==> config.mk <==
export PLATFORM = sky130hd
export DESIGN_NAME = usb_fe_tx
export DESIGN_NICKNAME = d
export VERILOG_FILES = /design/src/rtl/usb_fe_tx.sv
export SDC_FILE = /design/constraint.sdc
export NUM_CORES = 1
export LEC_CHECK = 0
export BUFFER_PORTS_ARGS = -buffer_cell sky130_fd_sc_hd__buf_2
export CAP_MARGIN = 15
export CORE_MARGIN = 1.5
export CORE_UTILIZATION = 55
export CTS_BUF_LIST = sky130_fd_sc_hd__clkbuf_8
export CTS_CLUSTER_DIAMETER = 60
export DETAILED_ROUTE_END_ITERATION = 8
export GPL_TIMING_DRIVEN = 0
export PLACE_DENSITY = 0.8
export SYNTH_ARGS = -nofsm -noshare
export SYNTH_HDL_FRONTEND = slang
export SYNTH_SLANG_ARGS = --single-unit
==> constraint.sdc <==
create_clock -name clk -period 2.7 [get_ports clk]
set_clock_uncertainty 0.1 [all_clocks]
set_input_delay 0.27 -clock clk [delete_from_list [all_inputs] [get_ports clk]]
set_output_delay 0.27 -clock clk [all_outputs]
set_load 0.05 [all_outputs]
==> src/rtl/usb_fe_tx.sv <==
// rtl/usb_fe_tx.sv - USB full-speed transmit front end: SYNC, NRZI, bit stuffing, EOP and gap.
// Optional macro USB_FE_TX_LS_EN adds the ls_mode input for low-speed timing and polarity.
module usb_fe_tx #(
  parameter int CLK_PER_BIT = 4,
  parameter int IPD_BITS    = 6
) (
  input  logic       clk,
  input  logic       rst_n,
`ifdef USB_FE_TX_LS_EN
  input  logic       ls_mode,
`endif
  input  logic       tx_valid,
  input  logic [7:0] tx_data,
  input  logic       tx_last,
  output logic       tx_ready,
  output logic       tx_err,
  output logic       busy,
  output logic       dp_tx,
  output logic       dn_tx,
  output logic       tx_oe
);

  localparam int CW = $clog2(8 * CLK_PER_BIT);
  localparam int NW = $clog2(IPD_BITS + 8);
  localparam logic [CW-1:0] FS_MAX  = CW'(CLK_PER_BIT - 1);
  localparam logic [NW-1:0] GAP_MAX = NW'(IPD_BITS - 1);

  typedef enum logic [2:0] {S_IDLE, S_SYNC, S_DATA, S_EOP_SE0, S_EOP_J, S_GAP} state_t;

  state_t          r_state, w_state_nx;
  logic [CW-1:0]   r_bit_cnt, w_bit_cnt_nx;
  logic [NW-1:0]   r_cnt, w_cnt_nx;
  logic [7:0]      r_shift, w_shift_nx;
  logic [3:0]      r_bits_left, w_bits_left_nx;
  logic [7:0]      r_hold, w_hold_nx;
  logic            r_hold_v, w_hold_v_nx;
  logic            r_last, w_last_nx;
  logic [2:0]      r_ones, w_ones_nx;
  logic            r_line, w_line_nx;
  logic            r_se0, w_se0_nx;
  logic            r_oe, w_oe_nx;
  logic            r_err, w_err_nx;
  logic            r_run;
  logic            w_ls;
  logic [CW-1:0]   w_bit_max;
  logic            w_bit_end;
  logic            w_accept;
  logic            w_hold_avail;
  logic [7:0]      w_hold_byte;
  logic            w_step;
  logic            w_bit;

`ifdef USB_FE_TX_LS_EN
  localparam logic [CW-1:0] LS_MAX = CW'(8 * CLK_PER_BIT - 1);
  logic r_ls;
  assign w_ls      = r_ls;
  assign w_bit_max = r_ls ? LS_MAX : FS_MAX;
`else
  assign w_ls      = 1'b0;
  assign w_bit_max = FS_MAX;
`endif

  assign w_bit_end = (r_bit_cnt == w_bit_max);
  assign tx_ready  = r_run & ((r_state == S_IDLE) |
                     (((r_state == S_SYNC) | (r_state == S_DATA)) & ~r_hold_v & ~r_last));
  assign w_accept  = tx_valid & tx_ready;
  // A byte accepted on the very boundary that needs it goes straight to the shifter.
  assign w_hold_avail = r_hold_v | w_accept;
  assign w_hold_byte  = r_hold_v ? r_hold : tx_data;
  assign w_step = w_bit_end & (((r_state == S_SYNC) & (r_cnt == NW'(7))) | (r_state == S_DATA));

  always_comb begin
    w_state_nx     = r_state;
    w_bit_cnt_nx   = (r_state == S_IDLE || w_bit_end) ? '0 : r_bit_cnt + 1'b1;
    w_cnt_nx       = r_cnt;
    w_shift_nx     = r_shift;
    w_bits_left_nx = r_bits_left;
    w_hold_nx      = r_hold;
    w_hold_v_nx    = r_hold_v;
    w_last_nx      = r_last;
    w_ones_nx      = r_ones;
    w_line_nx      = r_line;
    w_se0_nx       = r_se0;
    w_oe_nx        = r_oe;
    w_err_nx       = 1'b0;
    w_bit          = 1'b0;

    if (w_accept) begin
      w_hold_nx   = tx_data;
      w_hold_v_nx = 1'b1;
      w_last_nx   = tx_last;
    end

    case (r_state)
      S_IDLE: begin
        if (w_accept) begin
          w_state_nx     = S_SYNC;
          w_oe_nx        = 1'b1;
          w_line_nx      = 1'b0;
          w_se0_nx       = 1'b0;
          w_cnt_nx       = '0;
          w_ones_nx      = '0;
          w_bits_left_nx = '0;
        end
      end
      S_SYNC: begin
        // Sync bits 1..6 toggle; bit 7 holds K and starts the ones run at 1.
        if (w_bit_end && r_cnt != NW'(7)) begin
          w_cnt_nx  = r_cnt + 1'b1;
          w_line_nx = (r_cnt == NW'(6)) ? r_line : ~r_line;
          w_ones_nx = (r_cnt == NW'(6)) ? 3'd1 : 3'd0;
        end
      end
      S_EOP_SE0: begin
        if (w_bit_end) begin
          if (r_cnt == NW'(1)) begin
            w_state_nx = S_EOP_J;
            w_se0_nx   = 1'b0;
            w_line_nx  = 1'b1;
            w_cnt_nx   = '0;
          end else begin
            w_cnt_nx = r_cnt + 1'b1;
          end
        end
      end
      S_EOP_J: begin
        if (w_bit_end) begin
          w_state_nx = S_GAP;
          w_oe_nx    = 1'b0;
          w_cnt_nx   = '0;
          w_last_nx  = 1'b0;
        end
      end
      S_GAP: begin
        if (w_bit_end) begin
          if (r_cnt == GAP_MAX) begin
            w_state_nx = S_IDLE;
            w_cnt_nx   = '0;
          end else begin
            w_cnt_nx = r_cnt + 1'b1;
          end
        end
      end
      default: ;
    endcase

    if (w_step) begin
      w_state_nx = S_DATA;
      if (r_ones == 3'd6) begin
        w_line_nx = ~r_line;
        w_ones_nx = '0;
      end else if (r_bits_left != 4'd0 || w_hold_avail) begin
        if (r_bits_left != 4'd0) begin
          w_bit          = r_shift[0];
          w_shift_nx     = r_shift >> 1;
          w_bits_left_nx = r_bits_left - 4'd1;
        end else begin
          w_bit          = w_hold_byte[0];
          w_shift_nx     = w_hold_byte >> 1;
          w_bits_left_nx = 4'd7;
          w_hold_v_nx    = 1'b0;
        end
        if (w_bit) begin
          w_ones_nx = r_ones + 3'd1;
        end else begin
          w_ones_nx = '0;
          w_line_nx = ~r_line;
        end
      end else begin
        w_state_nx = S_EOP_SE0;
        w_se0_nx   = 1'b1;
        w_cnt_nx   = '0;
        w_err_nx   = ~(r_last | (w_accept & tx_last));
      end
    end
  end

  always_ff @(posedge clk) begin
    if (!rst_n) begin
      r_state     <= S_IDLE;
      r_bit_cnt   <= '0;
      r_cnt       <= '0;
      r_shift     <= '0;
      r_bits_left <= '0;
      r_hold      <= '0;
      r_hold_v    <= 1'b0;
      r_last      <= 1'b0;
      r_ones      <= '0;
      r_line      <= 1'b1;
      r_se0       <= 1'b0;
      r_oe        <= 1'b0;
      r_err       <= 1'b0;
      r_run       <= 1'b0;
    end else begin
      r_state     <= w_state_nx;
      r_bit_cnt   <= w_bit_cnt_nx;
      r_cnt       <= w_cnt_nx;
      r_shift     <= w_shift_nx;
      r_bits_left <= w_bits_left_nx;
      r_hold      <= w_hold_nx;
      r_hold_v    <= w_hold_v_nx;
      r_last      <= w_last_nx;
      r_ones      <= w_ones_nx;
      r_line      <= w_line_nx;
      r_se0       <= w_se0_nx;
      r_oe        <= w_oe_nx;
      r_err       <= w_err_nx;
      r_run       <= 1'b1;
    end
  end

`ifdef USB_FE_TX_LS_EN
  always_ff @(posedge clk) begin
    if (!rst_n) begin
      r_ls <= 1'b0;
    end else if (r_state == S_IDLE) begin
      r_ls <= ls_mode;
    end
  end
`endif

  // r_line is the J/K symbol (1 = J); low-speed swaps the pins, SE0 overrides both.
  assign dp_tx  = ~r_se0 & (r_line ^ w_ls);
  assign dn_tx  = ~r_se0 & ~(r_line ^ w_ls);
  assign tx_oe  = r_oe;
  assign tx_err = r_err;
  assign busy   = (r_state != S_IDLE);

endmodule

==> metrics.txt, run 1 <==
# TYPE chip_impl_metric gauge
chip_impl_metric{name="synthesis.nets",unit=""} 299
chip_impl_metric{name="switching_share",unit="%"} 24.8
chip_impl_metric{name="cap_violations",unit=""} 0
chip_impl_metric{name="cts-root-to-sink-buffers",unit=""} 2
chip_impl_metric{name="timing.slew.headroom",unit="%"} 58.4
chip_impl_metric{name="synth_top_area_share",unit="%"} 35.9
chip_impl_metric{name="antenna-diode-count",unit=""} 0
chip_impl_info{name="path_class_of_the_lowest_slack_min_delay_path",value="in2reg"} 1
chip_impl_info{name="start_kind",value="flip-flop"} 1
chip_impl_metric{name="synth.lib_cells_used.distinct",unit=""} 53
chip_impl_metric{name="cp_data_arrival_time",unit="ns"} 2.51
chip_impl_metric{name="gp_routability_congestion",unit=""} 0.875
chip_impl_metric{name="ys_seq_area_share",unit="%"} 35.9
chip_impl_metric{name="std_cell_rows",unit=""} 23
chip_impl_info{name="rsz0062_at_grt",value="no"} 1
chip_impl_metric{name="viasPerCell",unit=""} 5.81
chip_impl_metric{name="ys.warnings.count",unit=""} 0
chip_impl_metric{name="finalHoldViolations",unit=""} 0
chip_impl_metric{name="boundaryPins",unit=""} 18
chip_impl_metric{name="fp.dieH",unit="um"} 67.5
chip_impl_metric{name="drt.antenna.violating_nets",unit=""} 0
chip_impl_metric{name="ctsHoldBuffers",unit=""} 0
chip_impl_metric{name="synth-edff-count",unit=""} 0
chip_impl_metric{name="routedWlPerCell",unit="um"} 13.7
chip_impl_metric{name="utilization",unit="%"} 63.8
chip_impl_metric{name="syn_area_per_cell",unit="um2"} 8.16
chip_impl_info{name="synth.largest_area_cell",value="dfxtp_1"} 1
chip_impl_metric{name="total_switching_power",unit="W"} 0.000319
chip_impl_info{name="clock_tree_from_tritoncts",value="built"} 1
chip_impl_metric{name="clock.fmax",unit="MHz"} 407
chip_impl_metric{name="port-buffer-count",unit=""} 17
chip_impl_metric{name="dp.cells",unit=""} 347
chip_impl_metric{name="drc",unit=""} 0
chip_impl_metric{name="grt_first_pass_wirelength",unit="mm"} 8.11
chip_impl_metric{name="post_cts_resize_count",unit=""} 0
chip_impl_metric{name="power.density",unit="nW/um2"} 504
chip_impl_metric{name="fin_tns_setup",unit="ns"} 0
chip_impl_metric{name="initial_utilization",unit="%"} 57.1
chip_impl_metric{name="synthesis.area",unit="um2"} 2290
chip_impl_info{name="synth_area_leaders",value="dfxtp_1 36%, mux2i_1 7.9%, nor2_1 6.1%"} 1
chip_impl_metric{name="layout.cells.non_filler",unit=""} 355
chip_impl_metric{name="power.share.sequential",unit="%"} 48.6
chip_impl_metric{name="antenna_found_initial",unit=""} 0
chip_impl_metric{name="floorplan.core_area",unit="um2"} 4000
chip_impl_metric{name="first_iter_violations",unit=""} 174
chip_impl_info{name="worst-setup-path-type",value="reg2reg"} 1
chip_impl_info{name="rr_endpoint",value="tx_err$_SDFF_PP0_"} 1
chip_impl_info{name="ys_dominant_reg_cell",value="dfxtp_1"} 1
chip_impl_metric{name="final_report_max_slew_violation_count",unit=""} 0
chip_impl_metric{name="cell_internal_pwr",unit="W"} 0.000969
chip_impl_metric{name="route.final.wire_length",unit="mm"} 4.87
chip_impl_metric{name="netlist_instances",unit=""} 280
chip_impl_info{name="outcome",value="completed"} 1
chip_impl_metric{name="postSynth.asyncResetShare",unit="%"} 0
chip_impl_metric{name="tritoncts_num_sinks",unit=""} 41
chip_impl_metric{name="tritoncts.num_buffers",unit=""} 5
chip_impl_info{name="cp-endpoint",value="tx_err$_SDFF_PP0_"} 1
chip_impl_metric{name="timing.final.crit_share",unit="%"} 91.1
chip_impl_metric{name="static-leakage-power",unit="nW"} 1.06
chip_impl_metric{name="first_global_vias",unit=""} 1767
chip_impl_metric{name="die-width",unit="um"} 67.5
chip_impl_metric{name="post-cts-setup-buffer-count",unit=""} 0
chip_impl_metric{name="gr-usage-all-layers",unit="%"} 23.2
chip_impl_metric{name="cts-htree-levels",unit=""} 2
chip_impl_metric{name="grt_max_degree",unit=""} 13
chip_impl_metric{name="worst-slew-pin-transition",unit="ns"} 0.621
chip_impl_metric{name="register_clock_pin_slew_on_the_reported_worst_setup_and_hold_paths",unit="ns"} 0.07
chip_impl_metric{name="comb_power_share",unit="%"} 11.7
chip_impl_metric{name="yosys_register_bits",unit=""} 41
chip_impl_metric{name="clockPowerShare",unit="%"} 39.7
chip_impl_metric{name="post_route_cells_drive_above_1_share",unit="%"} 12.8
chip_impl_metric{name="syn_to_final_growth",unit="%"} 11.7
chip_impl_info{name="worst_setup_path_end_kind",value="flip-flop"} 1
chip_impl_metric{name="detailroute.via_count",unit=""} 2061
chip_impl_info{name="regToRegStartpoint",value="r_bits_left[0]$_SDFF_PN0_"} 1
chip_impl_metric{name="grt_overflow",unit=""} 0
chip_impl_metric{name="dpl.hpwl",unit="mm"} 3.51
chip_impl_metric{name="rrSetupSlack",unit="ns"} 0.24
chip_impl_info{name="cts.root.buffer_cell",value="clkbuf_8"} 1
chip_impl_metric{name="detail_route.first_pass.iterations",unit=""} 4
chip_impl_metric{name="ir_drop",unit="mV"} 0.457
chip_impl_metric{name="worstRegToRegCells",unit=""} 6
chip_impl_metric{name="timing.final.crit_period",unit="ns"} 2.46
chip_impl_metric{name="min_hold_slack",unit="ns"} 0.104
chip_impl_metric{name="layout.nets",unit=""} 323
chip_impl_metric{name="finalSetupViolations",unit=""} 0
chip_impl_metric{name="worst-path-max-fanout",unit=""} 10
chip_impl_info{name="setup_crit_start",value="r_bits_left[0]$_SDFF_PN0_"} 1
chip_impl_metric{name="worstPathRequired",unit="ns"} 2.75
chip_impl_metric{name="floorplan.die_area",unit="um2"} 4550
chip_impl_metric{name="clock_network_latency_to_the_later_pin_of_the_worst_skew_pair",unit="ns"} 0.30
## worst min-delay path by stage
| stage | start | to | slack, ns | cells after the start |
|---|---|---|---|---|
| after CTS | rst_n | r_run$_DFF_P_ | 0.09 | 1 |
| after global routing | rst_n | r_run$_DFF_P_ | 0.09 | 1 |
| after global placement | r_bit_cnt[0]$_SDFF_PP0_ | r_bit_cnt[0]$_SDFF_PP0_ | 0.33 | 1 |
| after floorplan | rst_n | r_run$_DFF_P_ | 0.20 | 0 |
| final | rst_n | r_run$_DFF_P_ | 0.10 | 1 |
| after detailed placement | r_bit_cnt[0]$_SDFF_PP0_ | r_bit_cnt[0]$_SDFF_PP0_ | 0.34 | 1 |
## placed cells by master, fill, tap and decap left out, types with 6 or more instances in the layout
cell	synthesis	layout
nand2_1	31	31
buf_2	5	22
nand3_1	9	9
inv_1	11	12
clkbuf_1	9	9
nor2_1	37	36
o211ai_1	9	9
nor3_1	6	6
a21oi_1	20	20
mux2i_1	18	18
o21ai_0	11	11
ha_1	7	7
clkbuf_8	0	6
dfxtp_1	41	41
## worst max-delay path: stages (launching register included)
cell	delay (ns)
dfxtp_1	0.33
inv_1	0.07
ha_1	0.19
nor3b_2	0.54
nand3b_2	0.23
or3_1	0.40
a2111oi_0	0.45
## per-stage QoR
stage	setup slack (ns)	total power, W	area [um2]
6_report	0.241	0.00129	2550
5_1_grt	0.0420	0.00133	2550
4_1_cts	0.225	0.00129	2550
3_5_place_dp	0.275	0.000788	2430
3_3_place_gp	0.286	0.000786	2430
2_1_floorplan	0.486	0.000749	2290
## synth_stat cells (3+ instances only)
| cell type | number |
|---|---|
| a21oi_1 | 20 |
| a22oi_1 | 3 |
| and3_1 | 3 |
| buf_2 | 5 |
| clkbuf_1 | 9 |
| dfxtp_1 | 41 |
| ha_1 | 7 |
| inv_1 | 11 |
| mux2i_1 | 18 |
| nand2_1 | 31 |
| nand2b_1 | 3 |
| nand3_1 | 9 |
| nor2_1 | 37 |
| nor2b_1 | 3 |
| nor3_1 | 6 |
| nor3b_1 | 3 |
| o211a_1 | 3 |
| o211ai_1 | 9 |
| o21ai_0 | 11 |
| or3_1 | 3 |
| xor2_1 | 3 |
## layer usage
metal / track usage, % / up-vias / wire length (um)
li1: - / 1055 / -
met1: 34.1 / 921 / 2340
met2: 34.3 / 78 / 2110
met3: 5.33 / 7 / 368
met4: 5.10 / 0 / 47
met5: 0 / - / 0
## sequential cells by signal (all words and copies together), names as in the netlist
register,count
r_hold,8
r_shift,7
r_bit_cnt,5
r_bits_left,4
r_cnt,4
r_ones,3
r_state,3
r_hold_v,1
r_last,1
r_line,1
r_run,1
r_se0,1
tx_err,1
tx_oe,1
## logic make-up after synthesis
group	synth area share, %
mux	8.37
fa+ha+maj	3.83
xor+xnor	1.92
compound gates	21.9
buf+inv	5.09
simple gates	22.9
flops	35.9
## power by group through the flow
stage | logic, W | clock network [W] | registers [W]
final | 0.000150 | 0.000511 | 0.000626
after global routing | 0.000163 | 0.000539 | 0.000627
after CTS | 0.000149 | 0.000519 | 0.000626
after detailed placement | 0.000147 | 0 | 0.000640
after global placement | 0.000147 | 0 | 0.000639
after floorplan | 0.000107 | 0 | 0.000642
## area by class of cell
cell class,instances,area [um2]
sequential,41,821
clock inverter,2,33.8
multi-input combinational,211,1350
tap,50,62.6
buffer,16,71.3
clock buffer,6,82.6
inverter,12,45.0
fill,329,1450
timing repair buffer,17,85.1
(Power assumes the default switching activity.)
==> run 2: changes to the inputs <==
REMOVE_ABC_BUFFERS = 1   (was not set)
SLEW_MARGIN = 20   (was not set)
==> metrics.txt, run 2 (synthesized netlist as in run 1, its figures left out) <==
# TYPE chip_impl_metric gauge
chip_impl_metric{name="tritoncts.num_buffers",unit=""} 5
chip_impl_metric{name="first_global_vias",unit=""} 1697
chip_impl_info{name="path_class_of_the_lowest_slack_min_delay_path",value="in2reg"} 1
chip_impl_metric{name="clockPowerShare",unit="%"} 37.0
chip_impl_info{name="min_from",value="tx_data[0]"} 1
chip_impl_metric{name="grt_overflow",unit=""} 0
chip_impl_metric{name="timing.slew.headroom",unit="%"} 56.7
chip_impl_metric{name="finalSetupViolations",unit=""} 0
chip_impl_metric{name="placement.setup.worst_slack",unit="ns"} -0.598
chip_impl_metric{name="worstRegToRegCells",unit=""} 5
chip_impl_metric{name="routedWlPerCell",unit="um"} 13.8
chip_impl_info{name="worst_setup_path_end_kind",value="flip-flop"} 1
chip_impl_metric{name="cell_internal_pwr",unit="W"} 0.000905
chip_impl_metric{name="dp.cells",unit=""} 331
chip_impl_metric{name="grt_first_pass_wirelength",unit="mm"} 7.58
chip_impl_metric{name="ir_drop",unit="mV"} 0.360
chip_impl_metric{name="rrSetupSlack",unit="ns"} 0.22
chip_impl_metric{name="switching_share",unit="%"} 26.1
chip_impl_metric{name="ctsHoldBuffers",unit=""} 0
chip_impl_metric{name="antenna-diode-count",unit=""} 0
chip_impl_info{name="rsz0062_at_grt",value="no"} 1
chip_impl_metric{name="cts-root-to-sink-buffers",unit=""} 2
chip_impl_metric{name="gr-usage-all-layers",unit="%"} 21.9
chip_impl_metric{name="comb_power_share",unit="%"} 10.9
chip_impl_metric{name="utilization",unit="%"} 62.7
chip_impl_metric{name="boundaryPins",unit=""} 18
chip_impl_metric{name="cap_violations",unit=""} 0
chip_impl_info{name="mostFrequentLayoutCell",value="dfxtp_1"} 1
chip_impl_metric{name="fin_tns_setup",unit="ns"} 0
chip_impl_metric{name="worst-path-max-fanout",unit=""} 8
chip_impl_info{name="worst-setup-path-type",value="reg2reg"} 1
chip_impl_metric{name="postLayoutSetupSlackWorst",unit="ns"} 0.220
chip_impl_metric{name="gp_routability_congestion",unit=""} 0.884
chip_impl_metric{name="final_report_max_slew_violation_count",unit=""} 0
chip_impl_metric{name="initial_utilization",unit="%"} 57.1
chip_impl_info{name="cp-endpoint",value="tx_err$_SDFF_PP0_"} 1
chip_impl_metric{name="static-leakage-power",unit="nW"} 1.03
chip_impl_metric{name="grt_use_met1",unit="%"} 29.7
chip_impl_metric{name="min_hold_slack",unit="ns"} 0.115
chip_impl_info{name="setup_crit_start",value="r_bit_cnt[0]$_SDFF_PP0_"} 1
chip_impl_metric{name="cp_data_arrival_time",unit="ns"} 2.52
chip_impl_metric{name="num-fill-cells",unit=""} 338
chip_impl_metric{name="layout.cells.non_filler",unit=""} 341
chip_impl_metric{name="syn_to_final_growth",unit="%"} 9.69
chip_impl_metric{name="finalHoldViolations",unit=""} 0
chip_impl_metric{name="detailroute.via_count",unit=""} 2043
chip_impl_metric{name="timing.final.crit_share",unit="%"} 91.8
chip_impl_info{name="most_flop_heavy_register",value="r_hold"} 1
chip_impl_metric{name="timing.final.crit_period",unit="ns"} 2.48
chip_impl_metric{name="port-buffer-count",unit=""} 17
chip_impl_metric{name="power.share.sequential",unit="%"} 52.1
chip_impl_metric{name="floorplan.core_area",unit="um2"} 4000
chip_impl_metric{name="dpl.hpwl",unit="mm"} 3.24
chip_impl_metric{name="fp.dieH",unit="um"} 67.5
chip_impl_metric{name="detail_route.first_pass.iterations",unit=""} 4
chip_impl_metric{name="worst-slew-pin-transition",unit="ns"} 0.647
chip_impl_metric{name="route.final.wire_length",unit="mm"} 4.71
chip_impl_metric{name="std_cell_rows",unit=""} 23
chip_impl_metric{name="largest_register_ffs",unit=""} 8
chip_impl_metric{name="floorplan.die_area",unit="um2"} 4550
chip_impl_metric{name="first_iter_violations",unit=""} 148
chip_impl_metric{name="tritoncts_num_sinks",unit=""} 41
chip_impl_metric{name="worstPathRequired",unit="ns"} 2.74
chip_impl_metric{name="antenna_found_initial",unit=""} 0
chip_impl_metric{name="post_route_cells_drive_above_1_share",unit="%"} 13.4
chip_impl_metric{name="clock_network_latency_to_the_later_pin_of_the_worst_skew_pair",unit="ns"} 0.30
chip_impl_info{name="outcome",value="completed"} 1
chip_impl_info{name="cts.root.buffer_cell",value="clkbuf_8"} 1
chip_impl_metric{name="globalRouteMet2Util",unit="%"} 34.4
chip_impl_metric{name="met3_usage",unit="%"} 3.83
chip_impl_metric{name="die-width",unit="um"} 67.5
chip_impl_info{name="clock_tree_from_tritoncts",value="built"} 1
chip_impl_metric{name="total_switching_power",unit="W"} 0.000319
chip_impl_metric{name="drt.antenna.violating_nets",unit=""} 0
chip_impl_metric{name="power.density",unit="nW/um2"} 488
chip_impl_metric{name="clock.fmax",unit="MHz"} 403
chip_impl_metric{name="drc",unit=""} 0
chip_impl_info{name="largest_registers",value="r_hold: 8 flops, r_shift: 7 flops, r_bit_cnt: 5 flops"} 1
chip_impl_metric{name="viasPerCell",unit=""} 5.99
chip_impl_metric{name="register_clock_pin_slew_on_the_reported_worst_setup_and_hold_paths",unit="ns"} 0.08
chip_impl_info{name="regToRegStartpoint",value="r_bit_cnt[0]$_SDFF_PP0_"} 1
chip_impl_info{name="top_usage_layer",value="met2"} 1
chip_impl_metric{name="layout.nets",unit=""} 309
chip_impl_info{name="rr_endpoint",value="tx_err$_SDFF_PP0_"} 1
chip_impl_metric{name="grt_max_degree",unit=""} 24
chip_impl_metric{name="cts-htree-levels",unit=""} 2
chip_impl_info{name="leading_cell_types_in_the_layout_fill_and_taps_excluded",value="38 x dfxtp_1, 36 x nor2_1, 31 x nand2_1"} 1
chip_impl_info{name="start_kind",value="flip-flop"} 1
==> run 2: cell count changes in the layout (fill, tap and decap cells not counted), sizes merged <==
cell | previous run | this run
buf | 23 | 19
clkbuf | 16 | 7
bufinv | 1 | 0
==> run 2: what timing repair did <==
item / 4_1_cts / 5_1_grt
buffers inserted: 2 / 0
endpoints found under the setup margin: 21 / 10
pin swaps: 1 / 0
gates resized for setup: 6 / 1
==> run 2: metrics by stage <==
stage	instance area, um2	power, W
global route	2510	0.00127
CTS	2500	0.00123
global placement	2360	0.000779
finish	2510	0.00122
floorplan	2210	0.000743
detailed placement	2360	0.000781
==> run 2: worst min path at each step <==
stage                         endpoint  slack, ns  cells after the start
6_report        r_hold[0]$_SDFFE_PN0P_       0.12                      3
5_1_grt              tx_err$_SDFF_PP0_       0.12                      2
4_1_cts         r_hold[0]$_SDFFE_PN0P_       0.11                      3
3_5_place_dp   r_bit_cnt[0]$_SDFF_PP0_       0.34                      1
3_3_place_gp   r_bit_cnt[0]$_SDFF_PP0_       0.33                      1
2_1_floorplan            r_run$_DFF_P_       0.20                      0
==> run 2: routing by layer <==
| layer | wire, um | up-vias |
|---|---|---|
| met5 | 0 | - |
| met4 | 79 | 0 |
| met3 | 244 | 9 |
| met2 | 2180 | 63 |
| met1 | 2200 | 952 |
| li1 | - | 1019 |
==> run 2: worst max-delay path, stage by stage (launching register included) <==
cell and delay, ns:
dfxtp_1 0.36, ha_1 0.24, nor4b_4 0.46, nand2_1 0.20
or3_1 0.44, a2111oi_0 0.52
==> run 2: final cells by class <==
cell class / instances / area [um2] / share of cell area, %
tap: 50 / 62.6 / 2.50
sequential: 41 / 825 / 32.9
timing repair buffer: 19 / 100 / 3.99
inverter: 12 / 46.3 / 1.85
clock buffer: 7 / 96.3 / 3.84
multi-input combinational: 211 / 1370 / 54.6
clock inverter: 1 / 8.76 / 0.349
==> run 2: power by group through the flow <==
stage	registers (W)	logic (W)	clock network, W
floorplan	0.000650	0.0000926	0
global placement	0.000650	0.000129	0
detailed placement	0.000651	0.000130	0
CTS	0.000637	0.000134	0.000463
global route	0.000641	0.000147	0.000484
finish	0.000638	0.000133	0.000452
==> run 3: changes to the inputs <==
CAP_MARGIN = 10   (was 15)
PLACE_DENSITY = 0.83   (was 0.8)
clock period = 2 ns   (was 2.7 ns; I/O delays follow)
==> metrics.txt, run 3 (synthesized netlist as in run 1, its figures left out) <==
# TYPE chip_impl_metric gauge
chip_impl_info{name="largest_registers",value="r_hold: 8 flops, r_shift: 7 flops, r_bit_cnt: 5 flops"} 1
chip_impl_metric{name="drt.antenna.violating_nets",unit=""} 0
chip_impl_metric{name="first_iter_violations",unit=""} 184
chip_impl_metric{name="clock_network_latency_to_the_later_pin_of_the_worst_skew_pair",unit="ns"} 0.30
chip_impl_metric{name="antenna-diode-count",unit=""} 0
chip_impl_metric{name="floorplan.core_area",unit="um2"} 4000
chip_impl_metric{name="fp.dieH",unit="um"} 67.5
chip_impl_info{name="clock_tree_from_tritoncts",value="built"} 1
chip_impl_metric{name="postLayoutSetupSlackWorst",unit="ns"} -0.156
chip_impl_metric{name="worst-path-buf-inv",unit=""} 3
chip_impl_info{name="path_class_of_the_lowest_slack_min_delay_path",value="in2reg"} 1
chip_impl_info{name="cp_slowest_cell",value="or4b_4"} 1
chip_impl_metric{name="timing.final.crit_share",unit="%"} 108
chip_impl_info{name="rr_endpoint",value="r_cnt[3]$_SDFF_PN0_"} 1
chip_impl_metric{name="dpl.hpwl",unit="mm"} 3.20
chip_impl_info{name="mostFrequentLayoutCell",value="nor2_1"} 1
chip_impl_metric{name="final_report_max_slew_violation_count",unit=""} 0
chip_impl_info{name="cpMostUsedCell",value="buf_4"} 1
chip_impl_metric{name="power.density",unit="nW/um2"} 622
chip_impl_metric{name="std_cell_rows",unit=""} 23
chip_impl_metric{name="finalHoldViolations",unit=""} 0
chip_impl_metric{name="min_hold_slack",unit="ns"} 0.0331
chip_impl_info{name="regToRegStartpoint",value="r_bit_cnt[1]$_SDFF_PP0_"} 1
chip_impl_info{name="outcome",value="finished, violations left"} 1
chip_impl_metric{name="layout.cells.non_filler",unit=""} 358
chip_impl_info{name="start_kind",value="flip-flop"} 1
chip_impl_metric{name="tritoncts_num_sinks",unit=""} 41
chip_impl_metric{name="viasPerCell",unit=""} 6.06
chip_impl_info{name="most_flop_heavy_register",value="r_hold"} 1
chip_impl_metric{name="initial_utilization",unit="%"} 57.1
chip_impl_metric{name="critical-path-max-stage-delay",unit="ns"} 0.50
chip_impl_info{name="rsz0062_at_grt",value="yes"} 1
chip_impl_metric{name="register_clock_pin_slew_on_the_reported_worst_setup_and_hold_paths",unit="ns"} 0.08
chip_impl_metric{name="static-leakage-power",unit="nW"} 1.14
chip_impl_metric{name="tritoncts.num_buffers",unit=""} 5
chip_impl_info{name="cp-endpoint",value="r_cnt[3]$_SDFF_PN0_"} 1
chip_impl_metric{name="worst-slew-pin-transition",unit="ns"} 0.688
chip_impl_metric{name="cts-htree-levels",unit=""} 2
chip_impl_metric{name="rrSetupSlack",unit="ns"} -0.16
chip_impl_metric{name="finalSetupViolations",unit=""} 8
chip_impl_metric{name="detailroute.via_count",unit=""} 2168
chip_impl_metric{name="dp.cells",unit=""} 331
chip_impl_info{name="failing_checks",value="negative setup slack"} 1
chip_impl_info{name="critical_path.cell_chain",value="ha_4, or4b_4, buf_4, buf_6, buf_4, a22o_1, a221oi_2, nor3_1"} 1
chip_impl_metric{name="worst-path-max-fanout",unit=""} 4
chip_impl_metric{name="timing.critical_path.depth",unit=""} 8
chip_impl_metric{name="sequential_cell_area",unit="um2"} 841
chip_impl_metric{name="num-fill-cells",unit=""} 297
chip_impl_info{name="timing.critical_path.max_delay_family",value="simple AND/OR/NAND/NOR gates"} 1
chip_impl_metric{name="ctsHoldBuffers",unit=""} 0
chip_impl_metric{name="worstRegToRegCells",unit=""} 8
chip_impl_info{name="worst_setup_path_end_kind",value="flip-flop"} 1
chip_impl_info{name="leading_cell_types_in_the_layout_fill_and_taps_excluded",value="36 x nor2_1, 33 x dfxtp_1, 29 x nand2_1"} 1
chip_impl_metric{name="grt_max_degree",unit=""} 24
chip_impl_info{name="cts.root.buffer_cell",value="clkbuf_8"} 1
chip_impl_metric{name="detail_route.first_pass.iterations",unit=""} 5
chip_impl_metric{name="drc",unit=""} 0
chip_impl_metric{name="boundaryPins",unit=""} 18
chip_impl_metric{name="antenna_found_initial",unit=""} 0
chip_impl_metric{name="floorplan.die_area",unit="um2"} 4550
chip_impl_metric{name="cap_violations",unit=""} 0
chip_impl_info{name="worst-setup-path-type",value="reg2reg"} 1
chip_impl_metric{name="die-width",unit="um"} 67.5
chip_impl_metric{name="gp_routability_congestion",unit=""} 0.845
chip_impl_metric{name="timing.final.crit_period",unit="ns"} 2.16
chip_impl_metric{name="worstPathRequired",unit="ns"} 2.08
chip_impl_metric{name="cp_data_arrival_time",unit="ns"} 2.24
chip_impl_metric{name="grt_overflow",unit=""} 0
chip_impl_metric{name="route.final.wire_length",unit="mm"} 5.59
chip_impl_metric{name="largest_register_ffs",unit=""} 8
chip_impl_metric{name="routedWlPerCell",unit="um"} 15.6
chip_impl_info{name="setup_crit_start",value="r_bit_cnt[1]$_SDFF_PP0_"} 1
chip_impl_metric{name="placement.setup.worst_slack",unit="ns"} -1.25
chip_impl_metric{name="grt_first_pass_wirelength",unit="mm"} 8.48
chip_impl_metric{name="first_global_vias",unit=""} 1850
chip_impl_metric{name="timing.slew.headroom",unit="%"} 54.1
chip_impl_metric{name="area_of_combinational_cells_with_multiple_inputs",unit="um2"} 1500
chip_impl_metric{name="clock.fmax",unit="MHz"} 464
chip_impl_metric{name="cts-root-to-sink-buffers",unit=""} 2
chip_impl_metric{name="ir_drop",unit="mV"} 0.585
chip_impl_metric{name="layout.nets",unit=""} 326
chip_impl_metric{name="syn_to_final_growth",unit="%"} 22.6
chip_impl_metric{name="post_route_cells_drive_above_1_share",unit="%"} 25.6
chip_impl_metric{name="gr-usage-all-layers",unit="%"} 24.3
chip_impl_metric{name="port-buffer-count",unit=""} 17
[run 3: power by group]
part           total [W]  leakage, nW  switching, W  internal [W]
clock           0.000678       0.0585      0.000304      0.000374
sequential      0.000862        0.337     0.0000304      0.000832
combinational   0.000203        0.740      0.000126     0.0000769
[run 3: per-stage QoR]
step	setup TNS, ns	cell area (um2)	power (W)	utilization, %
after global placement	-20.16	2360	0.00105	59.1
after detailed placement	-21.16	2360	0.00105	59.1
after floorplan	-7.73	2210	0.00100	-
after CTS	-0.526	2640	0.00173	65.9
final	-0.643	2800	0.00174	70.0
after global routing	-1.67	2800	0.00180	70.0
[run 3: what timing repair did]
action,4_1_cts,5_1_grt
setup buffers,12,7
resized for setup,25,24
pin swaps,6,12
setup endpoints to repair,34,22
[run 3: final cells by class]
type,count,share of cell area (%)
tap,50,2.23
multi-input combinational,211,53.6
inverter,12,1.65
timing repair buffer,36,8.53
clock buffer,5,2.46
sequential,41,30.0
clock inverter,3,1.56
[run 3: worst min-delay path by stage]
stage | depth (start not counted) | start | endpoint | slack (ns)
6_report | 2 | tx_last | tx_err$_SDFF_PP0_ | 0.03
5_1_grt | 2 | tx_last | tx_err$_SDFF_PP0_ | 0.05
3_5_place_dp | 2 | r_shift[0]$_SDFFE_PN0P_ | r_shift[0]$_SDFFE_PN0P_ | 0.34
3_3_place_gp | 1 | r_bit_cnt[0]$_SDFF_PP0_ | r_bit_cnt[0]$_SDFF_PP0_ | 0.33
4_1_cts | 2 | tx_last | tx_err$_SDFF_PP0_ | 0.04
2_1_floorplan | 0 | rst_n | r_run$_DFF_P_ | 0.13
[run 3: routing by layer]
metal / vias to the layer above / GRT usage, % / routed length, um
met4: 0 / 6.89 / 131
met1: 1008 / 33.0 / 2420
met5: - / 0 / 0
li1: 1054 / - / -
met3: 17 / 4.33 / 375
met2: 89 / 39.6 / 2670
